**src/rtl/clock_div_multi.sv**
```systemverilog
// N-channel programmable clock divider: each channel produces a 50%-duty
// divided clock and a one-cycle tick on every rising edge of that clock.
// Divisor writes are staged and only take effect at the channel's next wrap
// or at a sync, so a half-period is never shortened or glitched.
module clock_div_multi #(
  parameter int unsigned         CHANNELS    = 4,
  parameter int unsigned         CH_W        = 2,
  parameter int unsigned         CNT_W       = 18,
  parameter logic [CNT_W-1:0]    DEFAULT_DIV = CNT_W'(18'h3_D08F)
) (
  input  logic                clk,
  input  logic                rst_n,
  input  logic                en,
  input  logic                sync,
  input  logic                wr_en,
  input  logic [CH_W-1:0]     wr_ch,
  input  logic [CNT_W-1:0]    wr_div,
  output logic [CHANNELS-1:0] clk_out,
  output logic [CHANNELS-1:0] tick,
  output logic [CHANNELS-1:0] pend
);

  logic [CHANNELS-1:0][CNT_W-1:0] cnt_q,      cnt_d;
  logic [CHANNELS-1:0][CNT_W-1:0] div_act_q,  div_act_d;
  logic [CHANNELS-1:0][CNT_W-1:0] div_pend_q, div_pend_d;
  logic [CHANNELS-1:0]            pend_vld_q, pend_vld_d;
  logic [CHANNELS-1:0]            clk_out_q,  clk_out_d;
  logic [CHANNELS-1:0]            tick_q,     tick_d;

  // Per-channel next state: sync beats en; a write lands after any wrap/sync load
  always_comb begin
    cnt_d      = cnt_q;
    div_act_d  = div_act_q;
    div_pend_d = div_pend_q;
    pend_vld_d = pend_vld_q;
    clk_out_d  = clk_out_q;
    tick_d     = '0;
    for (int unsigned c = 0; c < CHANNELS; c++) begin
      if (sync) begin
        cnt_d[c]     = '0;
        clk_out_d[c] = 1'b0;
        if (pend_vld_q[c]) begin
          div_act_d[c]  = div_pend_q[c];
          pend_vld_d[c] = 1'b0;
        end
      end else if (en) begin
        if (cnt_q[c] == div_act_q[c]) begin
          cnt_d[c]     = '0;
          clk_out_d[c] = ~clk_out_q[c];
          tick_d[c]    = ~clk_out_q[c];
          if (pend_vld_q[c]) begin
            div_act_d[c]  = div_pend_q[c];
            pend_vld_d[c] = 1'b0;
          end
        end else begin
          // Out-of-range counts simply roll over through all-ones back to 0
          cnt_d[c] = cnt_q[c] + CNT_W'(1);
        end
      end
      // Indices at or beyond CHANNELS never match, so such writes are dropped
      if (wr_en && (wr_ch == CH_W'(c))) begin
        div_pend_d[c] = wr_div;
        pend_vld_d[c] = 1'b1;
      end
    end
  end

  // State register with asynchronous reset to the default divisor
  always_ff @(posedge clk or negedge rst_n) begin
    if (!rst_n) begin
      cnt_q      <= '0;
      div_act_q  <= {CHANNELS{DEFAULT_DIV}};
      div_pend_q <= {CHANNELS{DEFAULT_DIV}};
      pend_vld_q <= '0;
      clk_out_q  <= '0;
      tick_q     <= '0;
    end else begin
      cnt_q      <= cnt_d;
      div_act_q  <= div_act_d;
      div_pend_q <= div_pend_d;
      pend_vld_q <= pend_vld_d;
      clk_out_q  <= clk_out_d;
      tick_q     <= tick_d;
    end
  end

  assign clk_out = clk_out_q;
  assign tick    = tick_q;
  assign pend    = pend_vld_q;

endmodule

```
**config.mk**
```make
export PLATFORM = sky130hd
export DESIGN_NAME = clock_div_multi
export DESIGN_NICKNAME = d
export VERILOG_FILES = /design/src/rtl/clock_div_multi.sv
export SDC_FILE = /design/constraint.sdc
export NUM_CORES = 1
export LEC_CHECK = 0
export CORE_MARGIN = 5
export CORE_UTILIZATION = 25
export DETAILED_ROUTE_END_ITERATION = 12
export PLACE_DENSITY = 0.41
export SYNTH_ARGS = -nofsm -noshare
export SYNTH_HDL_FRONTEND = slang
export SYNTH_SLANG_ARGS = --single-unit
```
**constraint.sdc**
```tcl
create_clock -name clk -period 2 [get_ports clk]
set_input_delay 0.5 -clock clk [delete_from_list [all_inputs] [get_ports clk]]
set_output_delay 0.5 -clock clk [all_outputs]
set_load 0.005 [all_outputs]
```
==> summary.md, run 1 <==
| Metric | Value |
|---|---|
| Status | `complete, but fails checks` |
| Failing checks | `negative setup slack` |
| Number of synthesized register bits | `approximately 230` |
| Crit path cell chain | `xor2_1, nor4_2, nand3_2, o32a_4, buf_12, mux2_4` |
| Die height | `between 200 and 250 µm` |
| Register area share after synthesis | `between 50% and 60%` |
| Initial Util | `25.3%` |
| Clock buffer count from CTS | `27` |
| Die W | `roughly 220 µm` |
| Placed standard-cell area | `12400 µm²` |
| DRT antenna net count | `0` |
| Achievable Freq | `~490 MHz` |
| Layout Cells excl Fill | `between 1.5k and 2k` |
| Most frequent cells in the layout | `dfrtp_1, mux2_2, buf_4` |
| Aggregate negative setup slack | `-0.441 ns` |
| Antenna violations before repair | `0` |
| CP endpoint kind | `flip-flop` |
| Max Slew Vio Count | `0` |
| Worst Path Max Fanout | `5` |
| Synth Area in Simple Gates | `a little under an eighth` |
| Fill count | `4272` |
| All-Layer GR Usage | `about an eighth` |
| Number of synthesized flops with an enable pin | `0` |
| CP Data Required Time | `2.44 ns` |
| DP HPWL | `~19 mm` |
| Fin crit share | `102%` |
| Top_reg_cell synth | `dfrtp_1` |
| Async S/R FF share, synth | `between 90% and 100%` |
| First-pass GRT wire length | `around 44 mm` |
| Reg2Reg Setup Slack | `-0.04 ns` |
| Max Cap Viol | `0` |
| Layout cells sized above 1 | `about two fifths` |
| Post-Synth Adder-Cell Area | `less than 1%` |
| Vias/cell | `approximately 4.4` |
| CP Buf/Inv Count | `1` |
| Total Wirelength | `approximately 28 mm` |
| Leakage | `approximately 0.0057 µW` |
| Port Buf Inserts | `36` |
| DR iter-0 viols | `~270` |
| DP Cell Count | `roughly 1.5k` |
| Final setup fails | `18` |
| Synth Area in Compound Gates | `6.21%` |
| Largest family of logic cells by synthesized area | `multiplexers` |
| Clock sink total | `~230` |
| Clk_lat worst skew | `roughly 0.56 ns` |
| CP max-delay cell | `o32a_4` |
| DRC | `0` |
| DP Worst Slack | `-0.505 ns` |
| Avg Synthesized Cell Area | `between 10 and 15 µm²` |
| Nets | `1065` |
| Worst slew pin tran | `0.601 ns` |
| H-Tree Depth | `1` |
| Worst setup margin | `-0.0424 ns` |
| Vias in the first global route | `7153` |
| Core box area | `roughly 42000 µm²` |
| RSZ-0062 raised after global routing | `yes` |
| Most common cell after layout, fill and taps aside | `dfrtp_1` |
| PD cells | `roughly 980 nW/µm²` |
| XOR/XNOR Fraction of Synth Area | `between 10 and 15%` |
| N_diodes | `0` |
| Crit Path Category | `flip-flop to flip-flop` |
| TritonCTS clock tree | `done` |
| Hold WC Path Type | `primary input to asynchronous set/reset pin` |
| Placer Congestion | `0.795` |
| Mapped Nets | `914` |
| Wire per inst | `about 17 µm` |
| Vias | `around 7.1k` |
| Arr. time, crit path | `approximately 2.5 ns` |
| VDD IR-drop max | `about 0.58 mV` |
| Largest net degree at the start of global routing | `53` |
| Clock buffer depth | `3` |
| Top Ports | `37` |
| Endpoints failing hold | `0` |
| Final core occ | `about a third` |
| Final min period | `about 2.0 ns` |
| Mapped Cells | `about 890` |
| Netlist area before placement | `~11000 µm²` |
| Yosys warns | `0` |
| Crit-path max cell delay | `approximately 0.43 ns` |
| CP startpoint kind | `flip-flop` |
| Syn-to-layout area delta | `28.5%` |
| DIE AREA | `between 40000 and 50000 µm²` |
| Finished Cell Area | `13600 µm²` |
| CTS root buf | `clkbuf_16` |
| Overflow after GRT | `0` |
| Rel. slew slack | `between 50% and 60%` |
| Yosys cell types | `52` |
| Clk pin slew, worst setup/hold paths | `roughly 0.06 ns` |
| # rows | `75` |
| Post-synthesis mux area share | `13.8%` |
| First-pass DRT Iterations | `4` |
| Crit path max-delay family | `simple AND/OR/NAND/NOR gates` |
| Worst Clk Skew | `0.0173 ns` |
==> area by class of cell <==
type | count | area (µm²) | area share, %
Inverter | 12 | 45.0 | 0.332
Timing Repair Buffer | 160 | 1520 | 11.2
Sequential cell | 228 | 5810 | 42.8
Clock buffer | 38 | 777 | 5.72
Tap cell | 539 | 674 | 4.96
Clock inverter | 12 | 100 | 0.737
Multi-Input combinational cell | 607 | 4660 | 34.3
==> per-stage QoR <==
step | total power (µW) | hold WS, ns
after floorplan | 7660 | 0.204
after global placement | 8420 | 0.398
after detailed placement | 8470 | 0.396
after CTS | 13500 | 0.422
after global routing | 14000 | 0.444
final | 13300 | 0.420
==> worst reg2reg max path, stage by stage (launching register included) <==
cell and delay (ns):
dfrtp_1 0.42, xor2_1 0.18, nor4_2 0.32, nand3_2 0.14, o32a_4 0.43, buf_12 0.15
mux2_4 0.29
==> synth_stat cells, drive strengths merged (2+ instances only) <==
cell type,number,area [µm²]
and4,4,35.0
nand3b,2,15.0
nor3,11,75.1
o2111a,3,33.8
clkbuf,26,97.6
dfstp,80,2100
a21o,2,15.0
a211o,2,17.5
o2111ai,2,17.5
nand2,75,282
a21oi,15,75.1
nand3,21,110
mux2,126,1460
inv,11,41.3
and3,6,37.5
nand4,30,188
xor2,72,631
a31o,4,35.0
a32oi,2,32.5
ha,4,50.1
buf,12,71.3
nor2,83,312
xnor2,60,526
or4,2,15.0
o211ai,40,300
o21ai,9,45.0
nor4,13,106
dfrtp,148,3700
o31ai,3,27.5
and2,4,25.0
==> state kept, by name, summed over array words and instances (netlist names) <==
register,flops
div_act_q,72
clk_out,4
cnt_q,72
div_pend_q,72
tick,4
pend,4
==> repair_timing <==
item / CTS / global route
cloned: 0 / 3
hold buffers: 1 / 0
pin swaps: 2 / 2
buffers inserted: 7 / 5
resized for setup: 8 / 20
hold endpoints to repair: 16 / 0
setup endpoints to repair: 64 / 107
==> power breakdown <==
| group | switching (µW) | total, µW | leakage, µW | internal (µW) |
|---|---|---|---|---|
| Combinational | 874 | 2090 | 0.00245 | 1220 |
| Clock | 2020 | 4860 | 0.000445 | 2840 |
| Sequential | 564 | 6310 | 0.00275 | 5740 |
==> cell families after synthesis <==
family / after synthesis
and+or+nand+nor: 256
adders and majority gates: 4
xor gates and xnor gates: 132
AOI/OAI and AO/OA: 89
buffers and inverters: 50
DFF: 228
muxes: 126
==> final timing paths <==
kind,from,to,cells past startpoint
setup / recovery,cnt_q[41]$_DFFE_PN0N_,div_act_q[47]$_DFFE_PN0P_,6
hold / removal,rst_n,cnt_q[59]$_DFFE_PN0N_,2
setup reg to reg,cnt_q[41]$_DFFE_PN0N_,div_act_q[47]$_DFFE_PN0P_,6
hold reg to reg,div_pend_q[13]$_DFFE_PN0P_,div_act_q[13]$_DFFE_PN0P_,1
max in group asynchronous,rst_n,div_act_q[12]$_DFFE_PN1P_,3
min in group clk,div_pend_q[13]$_DFFE_PN0P_,div_act_q[13]$_DFFE_PN0P_,1
==> metal layers <==
layer / global-route usage, % / share of wire (%) / vias to the layer above / wire (µm)
li1: - / - / 3422 / -
met1: 16.7 / 48 / 3530 / 13200
met2: 19.4 / 48 / 104 / 13200
met3: 2.00 / 3.0 / 34 / 824
met4: 2.28 / 1.9 / 0 / 526
met5: 0 / 0 / - / 0
No activity file was read; power rests on OpenSTA's default activity.
==> run 2: changes to the inputs <==
--- a/config.mk
+++ b/config.mk
@@ -5,6 +5,7 @@
 export SDC_FILE = /design/constraint.sdc
 export NUM_CORES = 1
 export LEC_CHECK = 0
+export CORE_ASPECT_RATIO = 0.6
 export CORE_MARGIN = 5
 export CORE_UTILIZATION = 25
 export DETAILED_ROUTE_END_ITERATION = 12
==> summary.md, run 2 (synthesis gave the netlist of run 1 again) <==
| Metric | Value |
|---|---|
| Most common cell after layout, fill and taps aside | `dfrtp_1 (unchanged)` |
| Wire per inst | `17.8 µm (was 17.4 µm)` |
| Hold WC Path Type | `flip-flop to flip-flop (was primary input to asynchronous set/reset pin)` |
| Vias in the first global route | `7096 (was 7153)` |
| Final min period | `2.03 ns (was 2.04 ns)` |
| Final setup fails | `6 (was 18)` |
| Met2 routed WL | `10.7 mm (was 13.2 mm)` |
| Worst Clk Skew | `0.0193 ns (was 0.0173 ns)` |
| TritonCTS clock tree | `done (unchanged)` |
| DRT antenna net count | `0 (unchanged)` |
| Achievable Freq | `492 MHz (was 490 MHz)` |
| CP Data Required Time | `2.41 ns (was 2.44 ns)` |
| Clk pwr share | `34.7% (was 36.7%)` |
| Top Ports | `37 (unchanged)` |
| Clock buffer depth | `3 (unchanged)` |
| Port Buf Inserts | `36 (unchanged)` |
| Most frequent cells in the layout | `dfrtp_1, mux2_2, buf_4 (unchanged)` |
| Placed standard-cell area | `12500 µm² (was 12400 µm²)` |
| Clk pin slew, worst setup/hold paths | `0.07 ns (was 0.06 ns)` |
| First-pass DRT Iterations | `6 (was 4)` |
| Aggregate negative setup slack | `-0.144 ns (was -0.441 ns)` |
| RSZ-0062 raised after global routing | `yes (unchanged)` |
| Leakage | `0.00550 µW (was 0.00565 µW)` |
| Sw power | `3360 µW (was 3460 µW)` |
| Hold path startpoint | `clk_out[1]$_DFFE_PN0P_` |
| Endpoints failing hold | `0 (unchanged)` |
| Worst setup margin | `-0.0337 ns (was -0.0424 ns)` |
| Max Slew Vio Count | `0 (unchanged)` |
| Vias | `7035 (was 7090)` |
| H-Tree Depth | `1 (unchanged)` |
| Syn-to-layout area delta | `26.0% (was 28.5%)` |
| Part of the power in combinational logic | `15.9% (was 15.8%)` |
| VDD IR-drop max | `0.398 mV (was 0.584 mV)` |
| All-Layer GR Usage | `12.5% (was 11.8%)` |
| Placer Congestion | `0.816 (was 0.795)` |
| Worst slew pin tran | `0.521 ns (was 0.601 ns)` |
| Die height | `169 µm (was 216 µm)` |
| Cells on worst reg2reg path | `6 (unchanged)` |
| Failing checks | `negative setup slack (unchanged)` |
| Worst hold stages | `1` |
| Pint | `9460 µW (was 9800 µW)` |
| Total Wirelength | `28.6 mm (was 27.8 mm)` |
| CP startpoint kind | `flip-flop (unchanged)` |
| Arr. time, crit path | `2.44 ns (was 2.48 ns)` |
| Max Cap Viol | `0 (unchanged)` |
| Clock buffer count from CTS | `23 (was 27)` |
| Core box area | `41900 µm² (about the same)` |
| DP HPWL | `20.7 mm (was 19.2 mm)` |
| Crit Path Category | `flip-flop to flip-flop (unchanged)` |
| Hold worst-path end | `tick[1]$_DFF_PN0_` |
| Reg2Reg Setup Slack | `-0.03 ns (was -0.04 ns)` |
| Initial Util | `25.3% (about the same)` |
| Reg2Reg Launch Point | `cnt_q[41]$_DFFE_PN0N_ (unchanged)` |
| Finished Cell Area | `13300 µm² (was 13600 µm²)` |
| Clock sink total | `228 (unchanged)` |
| CTS root buf | `clkbuf_16 (unchanged)` |
| DP Cell Count | `1560 (was 1530)` |
| # rows | `58 (was 75)` |
| Pwr Total | `12800 µW (was 13300 µW)` |
| Clk_lat worst skew | `0.54 ns (was 0.56 ns)` |
| First-pass GRT wire length | `45.0 mm (was 43.8 mm)` |
| Vias/cell | `4.37 (was 4.44)` |
| Sequential share of power | `49.4% (was 47.6%)` |
| PD cells | `962 nW/µm² (was 976 nW/µm²)` |
| DR top layer | `met4 (unchanged)` |
| DR iter-0 viols | `502 (was 271)` |
| CP endpoint kind | `flip-flop (unchanged)` |
| Largest net degree at the start of global routing | `52 (was 53)` |
| DIE AREA | `46600 µm² (was 46500 µm²)` |
| Fin crit share | `102% (about the same)` |
| Top Registers | `cnt_q (72), div_act_q (72), div_pend_q (72) (unchanged)` |
| Layout cells sized above 1 | `37.0% (was 38.4%)` |
| Hold_ws | `0.467 ns (was 0.420 ns)` |
| Sw frac | `26.2% (was 26.1%)` |
| Rel. slew slack | `65.2% (was 59.7%)` |
| FF-to-FF End | `div_act_q[45]$_DFFE_PN0P_ (was div_act_q[47]$_DFFE_PN0P_)` |
| DRC | `0 (unchanged)` |
| Status | `complete, but fails checks (unchanged)` |
| Overflow after GRT | `0 (unchanged)` |
| Antenna violations before repair | `4 (was 0)` |
| Worst Path Max Fanout | `18 (was 5)` |
| Layout Cells excl Fill | `1611 (was 1596)` |
| Met1 wire length | `16.3 mm (was 13.2 mm)` |
| Die W | `276 µm (was 216 µm)` |
| Nets | `1051 (was 1065)` |
| Routed wl met3 | `1.18 mm (was 824 µm)` |
## run 2: changes by cell type in the layout (fill, tap and decap cells not counted), moves of 3 or more
| cell | delta |
|---|---|
| clkinv_2 | -5 |
| nor4_2 | -3 |
| dlygate4sd2_1 | -3 |
| clkbuf_16 | -6 |
| nor4_1 | +3 |
| buf_4 | -6 |
## run 2: cell type report
cell class / count / area (µm²)
Antenna cell: 2 / 5.00
Inverter: 12 / 48.8
Tap cell: 570 / 713
Multi-Input combinational cell: 607 / 4590
Sequential cell: 228 / 5810
Timing Repair Buffer: 150 / 1390
Fill cell: 4293 / 28500
Clock buffer: 34 / 697
Clock inverter: 8 / 72.6
## run 2: critical path, cell delays in order (launching register included)
cell     delay (ns)
dfrtp_1        0.44
xor2_1         0.19
nor4_2         0.30
nand3_2        0.12
o32a_1         0.38
buf_12         0.18
mux2_4         0.30
## run 2: routing by layer
metal | vias to the layer above | track usage (%)
met5 | - | 0
li1 | 3399 | -
met4 | 0 | 2.01
met2 | 122 | 16.1
met1 | 3487 | 21.3
met3 | 27 | 2.32
## run 2: stage by stage
step | util, % | setup WS, ns
finish | 31.8 | -0.0337
global placement | 29.7 | -0.591
detailed placement | 29.7 | -0.591
CTS | 31.7 | -0.0396
global route | 31.8 | -0.114
floorplan | - | -0.0814
## run 2: how the worst max path moves through the flow
stage                               from                   endpoint  cells after the start  slack, ns
5_1_grt            cnt_q[41]$_DFFE_PN0N_  div_act_q[45]$_DFFE_PN0P_                      6      -0.11
4_1_cts        div_act_q[50]$_DFFE_PN1P_  div_act_q[45]$_DFFE_PN0P_                      6      -0.04
3_3_place_gp                          en  div_act_q[10]$_DFFE_PN0P_                      7      -0.59
3_5_place_dp                          en  div_act_q[11]$_DFFE_PN0P_                      7      -0.59
2_1_floorplan      cnt_q[50]$_DFFE_PN0N_  div_act_q[44]$_DFFE_PN0P_                      7      -0.08
6_report           cnt_q[41]$_DFFE_PN0N_  div_act_q[45]$_DFFE_PN0P_                      6      -0.03
## run 2: power groups by stage
stage	clock, µW	combinational, µW	sequential, µW
4_1_cts	4620	2060	6360
3_3_place_gp	0	2010	6420
3_5_place_dp	0	2050	6440
6_report	4450	2040	6330
2_1_floorplan	0	1470	6190
5_1_grt	4790	2270	6460
## run 2: repair_timing
action	CTS	global route
setup endpoints to repair	47	124
endpoints found under the hold margin	17	0
setup buffers	3	3
pin swaps	3	14
gates resized for setup	4	11
hold buffers	1	0
gates cloned	0	0
